## config.mk

```make
export PLATFORM = sky130hd
export DESIGN_NAME = display_scan_ctrl
export DESIGN_NICKNAME = d
export VERILOG_FILES = /design/src/rtl/display_pkg.sv /design/src/rtl/display_scan_ctrl_slot_timer.sv /design/src/rtl/display_scan_ctrl.sv
export SDC_FILE = /design/constraint.sdc
export NUM_CORES = 1
export LEC_CHECK = 0
export ABC_CLOCK_PERIOD_IN_PS = 4950
export BUFFER_PORTS_ARGS = -buffer_cell sky130_fd_sc_hd__buf_2
export CAP_MARGIN = 20
export CORE_UTILIZATION = 30
export DETAILED_ROUTE_END_ITERATION = 7
export PLACE_DENSITY = 0.45
export SLEW_MARGIN = 20
export SYNTH_ARGS = -nofsm -noshare
export SYNTH_HDL_FRONTEND = slang
export SYNTH_HIERARCHICAL = 1
export SYNTH_SLANG_ARGS = --single-unit
export TNS_END_PERCENT = 1
```

## constraint.sdc

```tcl
create_clock -name i_clk -period 4.95 [get_ports i_clk]
set_input_delay 0.2475 -clock i_clk [delete_from_list [all_inputs] [get_ports i_clk]]
set_output_delay 0.2475 -clock i_clk [all_outputs]
set_load 0.02 [all_outputs]
```

## src/rtl/display_pkg.sv

```systemverilog
// ---------------------------------------------------------------------------
// display_pkg
//   Shared types and constants for the 4-digit 7-segment scan controller.
//   - scan_state_e : scan FSM states (IDLE, GUARD, DRIVE)
//   - AN_OFF       : all anodes dark (active-low enables)
//   - NUM_DIGITS   : number of multiplexed digits
//   - digit_idx_t  : 2-bit digit index, also the downstream mux select
//   - an_decode    : anode pattern for one lit digit, honouring the blank mask
// ---------------------------------------------------------------------------
package display_pkg;

  typedef enum logic [1:0] {
    ST_IDLE  = 2'd0,
    ST_GUARD = 2'd1,
    ST_DRIVE = 2'd2
  } scan_state_e;

  localparam logic [3:0] AN_OFF     = 4'b1111;
  localparam int         NUM_DIGITS = 4;

  typedef logic [1:0] digit_idx_t;

  // Only anode idx may go low; it stays high (dark) when its mask bit is set.
  function automatic logic [3:0] an_decode(input digit_idx_t idx,
                                           input logic [3:0] mask);
    logic [3:0] an;
    an      = AN_OFF;
    an[idx] = mask[idx];
    return an;
  endfunction

endpackage

```

## src/rtl/display_scan_ctrl_slot_timer.sv

```systemverilog
// ---------------------------------------------------------------------------
// slot_timer
//   Per-digit slot counter. Counts 0..DIV-1 and wraps, so one slot is exactly
//   DIV cycles. A synchronous clear parks the count at 0.
//
//   Ports
//     i_clk        : clock, rising edge
//     i_rst_n      : synchronous active-low reset
//     i_clear      : synchronous clear; count held at 0 while high
//     o_guard_done : high while count == GUARD-1 (never high when GUARD == 0)
//     o_slot_end   : high while count == DIV-1
// ---------------------------------------------------------------------------
module slot_timer #(
  parameter int DIV   = 50000,
  parameter int GUARD = 500
) (
  input  logic i_clk,
  input  logic i_rst_n,
  input  logic i_clear,
  output logic o_guard_done,
  output logic o_slot_end
);

  localparam int CW = (DIV > 1) ? $clog2(DIV) : 1;

  localparam logic [CW-1:0] SLOT_LAST  = CW'(DIV - 1);
  // With no guard interval the compare value is unused; 0 keeps it in range.
  localparam logic [CW-1:0] GUARD_LAST = CW'((GUARD > 0) ? GUARD - 1 : 0);
  localparam bit            HAS_GUARD  = (GUARD > 0);

  logic [CW-1:0] r_count;

  always_ff @(posedge i_clk) begin
    if (!i_rst_n) begin
      r_count <= '0;
    end else if (i_clear) begin
      r_count <= '0;
    end else if (r_count == SLOT_LAST) begin
      r_count <= '0;
    end else begin
      r_count <= r_count + 1'b1;
    end
  end

  assign o_slot_end   = (r_count == SLOT_LAST);
  assign o_guard_done = HAS_GUARD && (r_count == GUARD_LAST);

endmodule

```

## src/rtl/display_scan_ctrl.sv

```systemverilog
// ---------------------------------------------------------------------------
// display_scan_ctrl
//   Time-multiplexed scan controller for a 4-digit common-anode 7-segment
//   display. Drives the 4:1 pattern mux select and the active-low anodes in
//   lockstep. Each digit slot starts with GUARD dark cycles so the mux output
//   settles before the anode turns on; the remaining DIV-GUARD cycles light
//   the digit unless it is blanked.
//
//   Ports
//     i_clk        : clock, rising edge
//     i_rst_n      : synchronous active-low reset (priority over i_en)
//     i_en         : scan enable; low parks the scan in IDLE, all digits off
//     i_blank_mask : bit i = 1 keeps digit i dark for its slot
//     o_sel0       : mux select MSB (digit index bit 1)
//     o_sel1       : mux select LSB (digit index bit 0)
//     o_an         : active-low anode enables
//     o_scan_tick  : one-cycle pulse on each wrap from digit 3 to digit 0
//     o_dbg_state  : current FSM state (scan_state_e encoding)
//
//   All outputs are registered: each register is loaded with the value
//   decoded from the next state, so outputs change on the same edge as the
//   state they describe.
// ---------------------------------------------------------------------------
module display_scan_ctrl
  import display_pkg::*;
#(
  parameter int DIV   = 50000,
  parameter int GUARD = 500
) (
  input  logic       i_clk,
  input  logic       i_rst_n,
  input  logic       i_en,
  input  logic [3:0] i_blank_mask,
  output logic       o_sel0,
  output logic       o_sel1,
  output logic [3:0] o_an,
  output logic       o_scan_tick,
  output logic [1:0] o_dbg_state
);

  localparam bit HAS_GUARD = (GUARD > 0);

  scan_state_e r_state;
  scan_state_e w_state_next;
  scan_state_e w_slot_entry;
  digit_idx_t  r_idx;
  digit_idx_t  w_idx_next;
  logic [3:0]  r_an;
  logic [3:0]  w_an_next;
  logic        r_tick;
  logic        w_tick_next;
  logic        w_guard_done;
  logic        w_slot_end;
  logic        w_timer_clear;

  // The counter only runs while scanning; IDLE and a dropped enable hold it
  // at 0 so the first scan cycle after a start is count 0.
  assign w_timer_clear = !i_en || (r_state == ST_IDLE);

  slot_timer #(
    .DIV   (DIV),
    .GUARD (GUARD)
  ) u_slot_timer (
    .i_clk        (i_clk),
    .i_rst_n      (i_rst_n),
    .i_clear      (w_timer_clear),
    .o_guard_done (w_guard_done),
    .o_slot_end   (w_slot_end)
  );

  // -------------------------------------------------------------------------
  // State register
  // -------------------------------------------------------------------------
  always_ff @(posedge i_clk) begin
    if (!i_rst_n) begin
      r_state <= ST_IDLE;
      r_idx   <= '0;
      r_an    <= AN_OFF;
      r_tick  <= 1'b0;
    end else begin
      r_state <= w_state_next;
      r_idx   <= w_idx_next;
      r_an    <= w_an_next;
      r_tick  <= w_tick_next;
    end
  end

  // -------------------------------------------------------------------------
  // Next state, next digit index and registered-output decode
  // -------------------------------------------------------------------------
  always_comb begin
    w_state_next = r_state;
    w_idx_next   = r_idx;
    w_tick_next  = 1'b0;
    w_an_next    = AN_OFF;

    // Every slot begins in GUARD, or straight in DRIVE when there is no guard.
    if (HAS_GUARD) begin
      w_slot_entry = ST_GUARD;
    end else begin
      w_slot_entry = ST_DRIVE;
    end

    // A dropped enable wins over any slot-end advance.
    if (!i_en) begin
      w_state_next = ST_IDLE;
      w_idx_next   = '0;
    end else begin
      unique case (r_state)
        ST_IDLE: begin
          w_idx_next   = '0;
          w_state_next = w_slot_entry;
        end
        ST_GUARD: begin
          if (w_guard_done) begin
            w_state_next = ST_DRIVE;
          end
        end
        ST_DRIVE: begin
          if (w_slot_end) begin
            w_idx_next   = r_idx + 2'd1;
            w_state_next = w_slot_entry;
            // Frame start: only a real 3->0 wrap, never the IDLE start.
            w_tick_next  = (r_idx == 2'd3);
          end
        end
        default: begin
          w_state_next = ST_IDLE;
          w_idx_next   = '0;
        end
      endcase
    end

    if (w_state_next == ST_DRIVE) begin
      w_an_next = an_decode(w_idx_next, i_blank_mask);
    end
  end

  assign o_sel0      = r_idx[1];
  assign o_sel1      = r_idx[0];
  assign o_an        = r_an;
  assign o_scan_tick = r_tick;
  assign o_dbg_state = r_state;

endmodule

```

==> flow_summary.ini, run 1 <==
[synthesis]
syn_area_per_cell_um2 = 9.34
synth_area_um2 = 1190
ys.flop_type = dfxtp_1
syn_inst = 128
yosys_warnings = 6
yosys.cell_types.count = 30
synth_edf_count = 0
async_flop_share = 0
ys_seq_area_frac = 0.419
ys_ff_latch = 25
syn_nets = 142

[worst_hold_path]
min_path_cells = 2
hold_end = o_an[0]
hold_path_class = in -> reg
hp-start = i_blank_mask[0]

[pwr]
p_sw_frac = 0.201
ir_drop_mv = 0.0923
combPwrFrac = 0.029
net-switching-power_mw = 0.0663
leakagePower_nw = 0.431
internal-power_mw = 0.263
clock_power_share = 0.356
pwr_density_cell_nw_per_um2 = 245
p_seq_frac = 0.615

[detailed_routing]
wl_per_cell_um = 11.4
route.detailed.drc = 0
drt_wl_total_mm = 2.20
drt-vias-per-instance = 4.73
drtIter0Drc = 22
vias = 912
first_pass_iters = 4
antenna_left = 0

[finish]
layout_commonest_cell = dfxtp_1
drive_gt1_frac = 0.159
seq_area_um2 = 500
syn_to_final_growth_pct = 12.5
fill_cells = 409
multi_input_area_um2 = 644
fin_nets = 160
diodes = 0
finalInstanceArea_um2 = 1340
final_cells = 193
mostFrequentLayoutCells = dfxtp_1 (25), nor2_1 (21), buf_2 (15)

[clock_network]
clk_pin_slew_ps = 80
insertion_delay_ps = 260
postCtsHoldBufs = 0
clk_path_buf_depth = 2
cts.sinks = 25
cts_resized = 0
htreeDepth = 1
post_cts_buffers = 0
cts-root-buf = clkbuf_8
cts-buffers-inserted = 3
cts_tree = built

[grt]
overflow = 0
groute.usage.overall = 0.112
grt_pass1_wl_mm = 3.65
grt_pass1_vias = 812
grt_max_degree = 17
antenna_found_initial = 0

[sta]
fmax_ghz = 0.362
setup_viol_count_final = 0
hold_viol = 0
worst_slew_pin_slew_ps = 585
skew_ps = 2.70
worst_slack_ps = 2190
drv_slew = 0
timing.setup.tns_ps = 0
grt_setup_unrepaired = false
timing.final.crit_period_ps = 2760
fin_crit_sh = 0.558
timing.slew.headroom = 0.607

[placed_design]
place.gp.congestion = 0.727
port_buffers = 15
post-dp-hpwl_mm = 1.70
placed_area_um2 = 1300
place_ws_ps = 2180
dp.cells = 189

[setup_path]
rrSetupSlack_ps = 2190
cp.required_ps = 5090
critical_path_class = reg -> reg
rr_worst_depth = 6
start_kind = flop
crit_arrival_ps = 2900
reg2reg_from = u_slot_timer/r_count[5]
reg2reg_to = o_an[1]
crit_fanout = 6
worstSetupEndpointType = flop

[outcome]
run_status = completed

[floorplanning]
initial_utilization = 0.319
io_pins = 16
core_um2 = 3740
die_area_um2 = 4240
die_w_um = 65.1
num_rows = 22
die_h_um = 65.1

[flow_run]
maxCapViolCount = 0
[cell families after synthesis]
family | share of synthesized area
compound gates | 0.0387
mux | 0.0126
xor+xnor | 0.110
buf+inv | 0.0419
simple gates | 0.305
fa+ha+maj | 0.0733
flops | 0.419
[state kept, by name (all words and copies together), names as in the netlist]
name and count:
o_an 4, o_dbg_state 2, o_scan_tick 1, r_idx 2
u_slot_timer/r_count 16
[layout make-up]
| type | instances | share of cell area |
|---|---|---|
| Sequential cell | 25 | 0.372 |
| Clock buffer | 4 | 0.0335 |
| Timing Repair Buffer | 15 | 0.0559 |
| Inverter | 5 | 0.0140 |
| Multi-Input combinational cell | 96 | 0.480 |
| Tap cell | 48 | 0.0447 |
[worst max path at each step]
stage | cells past startpoint | end | start
2_1_floorplan | 6 | o_an[0] | u_slot_timer/r_count[7]
3_3_place_gp | 7 | o_an[3] | u_slot_timer/r_count[13]
3_5_place_dp | 6 | o_an[1] | u_slot_timer/r_count[5]
4_1_cts | 6 | o_an[1] | u_slot_timer/r_count[7]
5_1_grt | 6 | o_an[0] | u_slot_timer/r_count[7]
6_report | 6 | o_an[1] | u_slot_timer/r_count[5]
[power by group through the flow]
stage               combinational (mW)  sequential, mW  clock, mW
floorplan                      0.00569           0.208          0
global placement               0.00957           0.207          0
detailed placement             0.00972           0.207          0
CTS                            0.00973           0.203      0.126
global route                    0.0111           0.203      0.134
finish                         0.00957           0.203      0.117
[cell usage after synthesis (2+ instances only)]
master | number | area share
ha_1 | 7 | 0.073
nor4_1 | 4 | 0.021
dfxtp_1 | 25 | 0.42
nor2_1 | 21 | 0.066
a22o_1 | 2 | 0.015
xor2_1 | 2 | 0.015
inv_1 | 5 | 0.016
or4_1 | 6 | 0.038
nand4_1 | 5 | 0.026
nand3_1 | 8 | 0.034
xnor2_1 | 13 | 0.095
nand2_1 | 8 | 0.025
nor3_1 | 5 | 0.021
[metal layers]
metal | global-route usage | share of wire | wire [um] | up-vias
li1 | - | - | - | 479
met1 | 0.148 | 0.50 | 1100 | 420
met2 | 0.173 | 0.45 | 1000 | 11
met3 | 0.0260 | 0.037 | 82 | 2
met4 | 0.0489 | 0.0086 | 19 | 0
met5 | 0 | 0 | 0 | -
[metrics by stage]
stage / hold WS, ps / utilization / total power, mW
CTS: 155 / 0.359 / 0.338
global route: 159 / 0.359 / 0.348
finish: 164 / 0.359 / 0.329
global placement: 437 / 0.347 / 0.217
detailed placement: 437 / 0.347 / 0.217
floorplan: 353 / - / 0.214
[critical path, cell delays in order, from the launching register on]
cell and delay, ps:
dfxtp_1 370, or4b_1 530, nor4_2 580, mux2_4 350, a22o_1 200, nor2b_4 130, or4_1 490
No activity file was read; power rests on OpenSTA's default activity.
==> inputs of run 2 (changes only) <==
--- a/config.mk
+++ b/config.mk
@@ -5,7 +5,7 @@
 export SDC_FILE = /design/constraint.sdc
 export NUM_CORES = 1
 export LEC_CHECK = 0
-export ABC_CLOCK_PERIOD_IN_PS = 4950
+export ABC_CLOCK_PERIOD_IN_PS = 2800
 export BUFFER_PORTS_ARGS = -buffer_cell sky130_fd_sc_hd__buf_2
 export CAP_MARGIN = 20
 export CORE_UTILIZATION = 30
==> constraint.sdc (replaced) <==
create_clock -name i_clk -period 2.8 [get_ports i_clk]
set_input_delay 0.14 -clock i_clk [delete_from_list [all_inputs] [get_ports i_clk]]
set_output_delay 0.14 -clock i_clk [all_outputs]
set_load 0.02 [all_outputs]
==> flow_summary.ini, run 2 (synthesis gave the netlist of run 1 again) <==
[placed_design]
place_ws_ps = 178
post-dp-hpwl_mm = 1.89
port_buffers = 15
place.gp.congestion = 0.771

[sta]
grt_setup_unrepaired = false
whs_ps = 50.2
fmax_ghz = 0.385
skew_ps = 9.90
drv_slew = 0
timing.setup.tns_ps = 0
worst_slew_pin_slew_ps = 372
worst_slack_ps = 206
setup_viol_count_final = 0
hold_viol = 0
fin_crit_sh = 0.926
timing.final.crit_period_ps = 2590
timing.slew.headroom = 0.750

[detailed_routing]
route.detailed.drc = 0
first_pass_iters = 4
drtIter0Drc = 40
vias = 981
drt-vias-per-instance = 4.93
wl_per_cell_um = 12.4
antenna_left = 0
drt_wl_total_mm = 2.48

[finish]
largest-register = u_slot_timer/r_count
diodes = 0
final_util = 0.375
fin_nets = 166
syn_to_final_growth_pct = 17.4
drive_gt1_frac = 0.212
layout_commonest_cell = dfxtp_1
largest_reg_flops = 16
mostFrequentLayoutCells = dfxtp_1 (25), nor2_1 (21), buf_2 (15)

[setup_path]
path_buf_inv = 1
rr_worst_depth = 7
reg2reg_to = o_an[2]
crit_arrival_ps = 2750
cpLargestDelayFamily = simple AND/OR/NAND/NOR gates
worstSetupEndpointType = flop
critical_path_depth = 7
cp_slowest_stage_delay_ps = 560
cpMaxStageDelayCell = or4_1
critical_path_class = reg -> reg
start_kind = flop
reg2reg_from = u_slot_timer/r_count[13]
critical_path.most_common_cell = or4_1
cp.required_ps = 2960
crit_fanout = 4
cp_cell_sequence = or4_1 -> or4_1 -> nor3_2 -> inv_1 -> a311oi_1 -> nand2_1 -> or4_1
rrSetupSlack_ps = 210

[clock_network]
postCtsHoldBufs = 0
clk_pin_slew_ps = 100
post_cts_buffers = 0
cts_tree = built
cts.sinks = 25
clk_path_buf_depth = 2
htreeDepth = 1
cts-buffers-inserted = 3
insertion_delay_ps = 270
cts-root-buf = clkbuf_8
cts_resized = 0

[worst_hold_path]
hold_path_class = in -> reg
hp-start = i_blank_mask[0]
hold_end = o_an[0]
min_path_cells = 2

[grt]
grt_max_degree = 17
overflow = 0
grt_pass1_wl_mm = 4.33
grt_pass1_vias = 982
groute.usage.overall = 0.133
antenna_found_initial = 0

[floorplanning]
core_um2 = 3740
die_h_um = 65.1
die_area_um2 = 4240
initial_utilization = 0.319
die_w_um = 65.1
io_pins = 16
num_rows = 22

[pwr]
pwr_density_cell_nw_per_um2 = 426
leakagePower_nw = 0.463
ir_drop_mv = 0.198

[outcome]
run_status = completed

[flow_run]
maxCapViolCount = 0
==> run 2: changes by cell type in the layout (fill, tap and decap cells not counted), sizes merged <==
| cell | previous run | this run |
|---|---|---|
| buf | 15 | 21 |
| clkbuf | 4 | 3 |
| clkinvlp | 0 | 1 |
==> run 2: how the worst max path moves through the flow <==
stage / startpoint / end / slack, ps
floorplan: u_slot_timer/r_count[7] / o_an[0] / 190
global placement: u_slot_timer/r_count[7] / o_an[0] / 220
detailed placement: u_slot_timer/r_count[13] / o_an[2] / 180
CTS: u_slot_timer/r_count[13] / o_an[2] / 160
global route: u_slot_timer/r_count[13] / o_an[2] / 20
finish: u_slot_timer/r_count[13] / o_an[2] / 210
==> run 2: per-stage QoR <==
stage	cell area, um2	power, mW	cells
floorplan	1190	0.378	128
CTS	1390	0.609	199
finish	1400	0.598	199
global placement	1340	0.384	195
global route	1400	0.623	199
detailed placement	1340	0.385	195
==> run 2: per-layer routing <==
metal,routed length (um),vias to the layer above,share of wire,track usage
li1,-,496,-,-
met1,1120,464,0.45,0.155
met2,1220,17,0.49,0.236
met3,98,4,0.040,0.0243
met4,30,0,0.012,0.0571
met5,0,-,0,0
==> run 2: final cells by class <==
cell class / instances / area (um2)
Inverter: 5 / 18.8
Multi-Input combinational cell: 96 / 654
Fill cell: 411 / 2340
Timing Repair Buffer: 21 / 120
Clock buffer: 3 / 41.3
Sequential cell: 25 / 500
Clock inverter: 1 / 7.51
Tap cell: 48 / 60.1
==> run 2: power by group <==
part           total (mW)  switching, mW  internal (mW)  leakage, nW
registers           0.359        0.00215          0.356        0.202
clock network       0.221          0.121          0.101       0.0217
logic              0.0175         0.0101        0.00744        0.239
